[src/rtl/regfile_pkg.sv]
// Shared types for the register-file write scheduler: FSM states and
// write-source identifiers carried on wr_src.
package regfile_pkg;

   typedef enum logic {
      CLEAR = 1'b0,
      RUN   = 1'b1
   } state_t;

   localparam logic SRC_REQ0 = 1'b0;
   localparam logic SRC_REQ1 = 1'b1;

endpackage

[src/rtl/rr_arbiter2.sv]
// Two-way round-robin grant logic, purely combinational; the caller owns
// the priority flop and updates it from the grant vector.
module rr_arbiter2
   import regfile_pkg::*;
(
   input  logic [1:0] valid,
   input  logic       prio,
   input  logic       block,
   output logic [1:0] grant
);

   always_comb begin
      grant = 2'b00;
      if (!block) begin
         case (valid)
            2'b01:   grant = 2'b01;
            2'b10:   grant = 2'b10;
            2'b11:   grant = (prio == SRC_REQ1) ? 2'b10 : 2'b01;
            default: grant = 2'b00;
         endcase
      end
   end

endmodule

[src/rtl/regfile_write_sched.sv]
// Owns the register file write port: zero-clears every entry after reset or
// on clear_req, then shares the port between two writeback requesters.
module regfile_write_sched
   import regfile_pkg::*;
#(
   parameter  int SIZE  = 16,
   parameter  int DEPTH = 8,
   localparam int AW    = (DEPTH > 1) ? $clog2(DEPTH) : 1
) (
   input  logic            clk,
   input  logic            rst,
   input  logic            clear_req,
   output logic            clear_busy,
   input  logic            req0_valid,
   input  logic [AW-1:0]   req0_addr,
   input  logic [SIZE-1:0] req0_data,
   output logic            req0_ready,
   input  logic            req1_valid,
   input  logic [AW-1:0]   req1_addr,
   input  logic [SIZE-1:0] req1_data,
   output logic            req1_ready,
   output logic            wr_en,
   output logic [AW-1:0]   wr_addr,
   output logic [SIZE-1:0] wr_data,
   output logic            wr_src
);

   localparam logic [AW-1:0] LAST_ADDR = AW'(DEPTH - 1);

   state_t        state;
   logic [AW-1:0] clr_cnt;
   logic          prio;
   logic [1:0]    grant;
   logic          block;

   // A pending clear takes the port away from both requesters this cycle.
   assign block = (state != RUN) || clear_req;

   rr_arbiter2 u_arb (
      .valid (({req1_valid, req0_valid})),
      .prio  (prio),
      .block (block),
      .grant (grant)
   );

   assign req0_ready = grant[0];
   assign req1_ready = grant[1];
   assign clear_busy = (state == CLEAR);

   always_ff @(posedge clk or posedge rst) begin
      if (rst) begin
         state   <= CLEAR;
         clr_cnt <= '0;
         prio    <= SRC_REQ0;
         wr_en   <= 1'b0;
         wr_addr <= '0;
         wr_data <= '0;
         wr_src  <= SRC_REQ0;
      end else begin
         case (state)
            CLEAR: begin
               wr_en   <= 1'b1;
               wr_addr <= clr_cnt;
               wr_data <= '0;
               wr_src  <= SRC_REQ0;
               if (clr_cnt == LAST_ADDR) begin
                  clr_cnt <= '0;
                  state   <= RUN;
               end else begin
                  clr_cnt <= clr_cnt + AW'(1);
               end
            end
            RUN: begin
               if (clear_req) begin
                  wr_en <= 1'b0;
                  state <= CLEAR;
               end else if (grant[0]) begin
                  wr_en   <= 1'b1;
                  wr_addr <= req0_addr;
                  wr_data <= req0_data;
                  wr_src  <= SRC_REQ0;
                  prio    <= SRC_REQ1;
               end else if (grant[1]) begin
                  wr_en   <= 1'b1;
                  wr_addr <= req1_addr;
                  wr_data <= req1_data;
                  wr_src  <= SRC_REQ1;
                  prio    <= SRC_REQ0;
               end else begin
                  wr_en <= 1'b0;
               end
            end
            default: state <= CLEAR;
         endcase
      end
   end

endmodule
[config.mk]
export PLATFORM = sky130hd
export DESIGN_NAME = regfile_write_sched
export DESIGN_NICKNAME = d
export VERILOG_FILES = /design/src/rtl/regfile_pkg.sv /design/src/rtl/rr_arbiter2.sv /design/src/rtl/regfile_write_sched.sv
export SDC_FILE = /design/constraint.sdc
export NUM_CORES = 1
export LEC_CHECK = 0
export CAP_MARGIN = 20
export CORE_ASPECT_RATIO = 1.75
export CORE_MARGIN = 1.5
export CORE_UTILIZATION = 47
export CTS_BUF_LIST = sky130_fd_sc_hd__clkbuf_16
export DETAILED_ROUTE_END_ITERATION = 7
export GPL_TIMING_DRIVEN = 0
export PLACE_DENSITY = 0.88
export SLEW_MARGIN = 15
export SYNTH_ARGS = -nofsm -noshare
export SYNTH_HDL_FRONTEND = slang
export SYNTH_SLANG_ARGS = --single-unit
[constraint.sdc]
create_clock -name clk -period 2 [get_ports clk]
set_input_delay 0.4 -clock clk [delete_from_list [all_inputs] [get_ports clk]]
set_output_delay 0.4 -clock clk [all_outputs]
set_load 0.02 [all_outputs]
==> qor.csv <==
stage,metric,value,unit
drt,drc_errors,0,
timing,max_freq,523,MHz
synth,synth_compound_area_frac,0.396,
power_and_ir_drop,p_int,1.51,mW
synth,synth.cell_area,1740,um2
finish,n_antenna_cell,0,
clocking,clockRootBuffer,clkbuf_16,
synth,synth_top_area_frac,0.374,
worst_setup_path,start_kind,input port,
synth,syn_nets,185,
floorplanning,initial_utilization,0.484,
global_routing,overflow,0,
finish,syn_to_final_growth,47.6,%
worst_setup_path,crit_fanout,10,
drt,drt_wl_total,4470,um
timing,relSlewSlack,0.634,
finish,final_cell_count_no_fill,257,
clocking,ctsLongestPathBuffers,2,
drt,top_layer,met4,
worst_setup_path,criticalPathCategory,in -> out,
clocking,clkSlewWorstSetupHoldPaths,0.06,ns
place,portBuffers,66,
clocking,tritoncts,done,
floorplanning,row_count,29,
synth,post_synth_num_cell_types,27,
worst_setup_path,end_kind,output port,
place,place_inst,252,
synth,synth_top_cells_by_area,"dfrtp_1, o311ai_4, o211ai_1",
drt,wl_met2,2520,um
timing,final-setup-viol-count,0,
worst_hold_path,hold_path_class,in -> async,
synth,synth_mux_area_frac,0.0129,
finish,final_layout_size_suffix_gt1_frac,0.180,
clocking,clkLatencyLatePin,0.26,ns
timing,worstMarginPinSlew,0.549,ns
synth,ys_ff_latch,26,
run_status,outcome,completed,
timing,clock_skew,0.00203,ns
timing,rsz0062_at_grt,no,
worst_setup_path,worst_r2r_path_depth,5,
floorplanning,die-height,83.5,um
power_and_ir_drop,combPwrFrac,0.497,
floorplanning,io_pins,67,
power_and_ir_drop,pwr-share-clk,0.187,
worst_setup_path,arrival,1.51,ns
synth,yosysTopAreaCell,dfrtp_1,
drt,drtAntennaViolNets,0,
power_and_ir_drop,power.switching,862,uW
floorplanning,die_w,49.0,um
synth,synth-xor-area-share,0,
timing,period_minus_slack,1.91,ns
global_routing,grt_pass1_vias,1582,
synth,seq_area_frac_synth,0.374,
place,place_hpwl,3240,um
clocking,cts_buffers,3,
power_and_ir_drop,p_sw_frac,0.364,
synth,ys_warn_count,0,
timing,final_max_slew_viol_count,0,
global_routing,track_usage,0.237,
timing,worst_slack,0.0884,ns
synth,syn_area_per_cell,12.4,um2
synth,synthSimpleGateAreaFrac,0.0978,
floorplanning,core-area,3590,um2
finish,fin_nets,258,
place,place_congestion,0.795,
drt,firstDrtPassIters,4,
synth,synth-adder-area-share,0.0144,
worst_setup_path,crit_required,1.60,ns
drt,wl_per_cell,17.4,um
synth,syn_inst,140,
timing,min_period_over_period,0.956,
synth,postSynth.asyncResetShare,1.00,
drt,via_per_inst,5.66,
power_and_ir_drop,power.density,924,nW/um2
clocking,htreeDepth,1,
clocking,holdBufCountCts,0,
place,dp_slack,-0.659,ns
synth,synth_top_family_by_area,compound AO/OA/AOI/OAI gates,
synth,yosysMostFrequentCell,dfrtp_1,
clocking,clock_sinks,26,
drt,drt-initial-drc-count,67,
finish,fillers,235,
floorplanning,dieArea,4090,um2
job,drv_cap,0,
drt,met1Wirelength,1600,um
synth,ys.flop_type,dfrtp_1,
synth,yosys-top-cells-count,"dfrtp_1, inv_1, nand3_1, o311ai_4, o211ai_1",
global_routing,grt_pass1_wl,7520,um
power_and_ir_drop,power.leakage,1.07,nW
drt,dr_wl_met3,219,um
timing,hold_viol,0,
power_and_ir_drop,peakVddDrop,0.000696,V
power_and_ir_drop,share_seq_of_total_power,0.315,
global_routing,grt_max_degree,27,
global_routing,grt_antenna_before_repair,0,
drt,num_vias,1455,
synth,synth_edf_count,0,
per-stage QoR:
step	TNS [ns]	cell area [um2]	utilization	hold slack [ns]	total power [mW]
after floorplan	0	1740	-	0.440	1.51
after global placement	-1.41	2460	0.684	0.489	1.89
after CTS	0	2530	0.705	0.519	2.38
final	0	2570	0.714	0.450	2.37
after detailed placement	-1.56	2460	0.684	0.505	1.93
after global routing	0	2570	0.714	0.501	2.50
flip-flops by register name, indices dropped and copies added, names as in the netlist:
register and count:
wr_data 16, clr_cnt 3, wr_addr 3, prio 1
state 1, wr_en 1, wr_src 1
worst max-delay path, cell delays in order:
cell	delay, ns
dlygate4sd2_1	0.27
buf_6	0.15
and3b_1	0.26
and2_4	0.20
buf_12	0.10
buf_4	0.13
cells in the final DEF (no fill, tap or decap), types with 2 or more instances in the layout:
cell type / instances
nand3_1: 19
nand2_1: 2
ha_1: 2
dlygate4sd2_1: 3
buf_4: 2
a31oi_1: 3
clkdlybuf4s50_1: 60
inv_1: 21
dlymetal6s2s_1: 2
buf_2: 3
o211ai_1: 16
clkbuf_1: 6
buf_12: 2
mux2_2: 2
nor2b_1: 3
a21o_1: 2
o311ai_4: 19
clkbuf_4: 2
clkbuf_16: 3
dfrtp_1: 26
power groups by stage:
stage,Sequential (mW),Combinational (mW),Clock [mW]
finish,0.747,1.18,0.444
CTS,0.747,1.18,0.448
floorplan,0.836,0.677,0
detailed placement,0.754,1.18,0
global placement,0.751,1.14,0
global route,0.764,1.26,0.476
path summary, 6_finish.rpt:
kind,slack [ns],start,endpoint
setup / recovery,0.09,clear_req,req0_ready
hold / removal,0.45,rst,clr_cnt[2]$_DFFE_PP0N_
setup reg to reg,0.49,state$_DFF_PP0_,wr_data[12]$_DFFE_PP0P_
hold reg to reg,0.52,wr_src$_DFFE_PP0P_,wr_src$_DFFE_PP0P_
max in group asynchronous,1.10,rst,wr_data[7]$_DFFE_PP0P_
min in group clk,0.52,wr_src$_DFFE_PP0P_,wr_src$_DFFE_PP0P_
what timing repair did:
action,4_1_cts,5_1_grt
gates resized for setup,8,2
endpoints found under the setup margin,2,2
hold endpoints to repair,0,0
setup buffers,1,0
final cells by class:
type                    count  area (um2)  share of cell area
clock buffers               3        75.1              0.0293
plain buffers              14         104              0.0405
well taps                  46        57.6              0.0224
multi-input cells          79         906               0.353
repair buffers             68         694               0.271
flip-flops and latches     26         651               0.254
inverters                  21        78.8              0.0307
layer usage:
| metal | global-route usage | vias up |
|---|---|---|
| li1 | - | 666 |
| met1 | 0.258 | 720 |
| met2 | 0.433 | 58 |
| met3 | 0.0305 | 11 |
| met4 | 0.127 | 0 |
| met5 | 0 | - |
cells by family (layout without fill, tap and decap cells):
logic type | count (synthesis) | after routing
flip-flops | 26 | 26
buffers and inverters | 35 | 106
adder cells (fa/ha/maj) | 2 | 2
AND/OR/NAND/NOR | 31 | 31
multiplexers | 2 | 2
AO/OA/AOI/OAI | 44 | 44
Note: power is estimated with default switching activity, not from simulation.
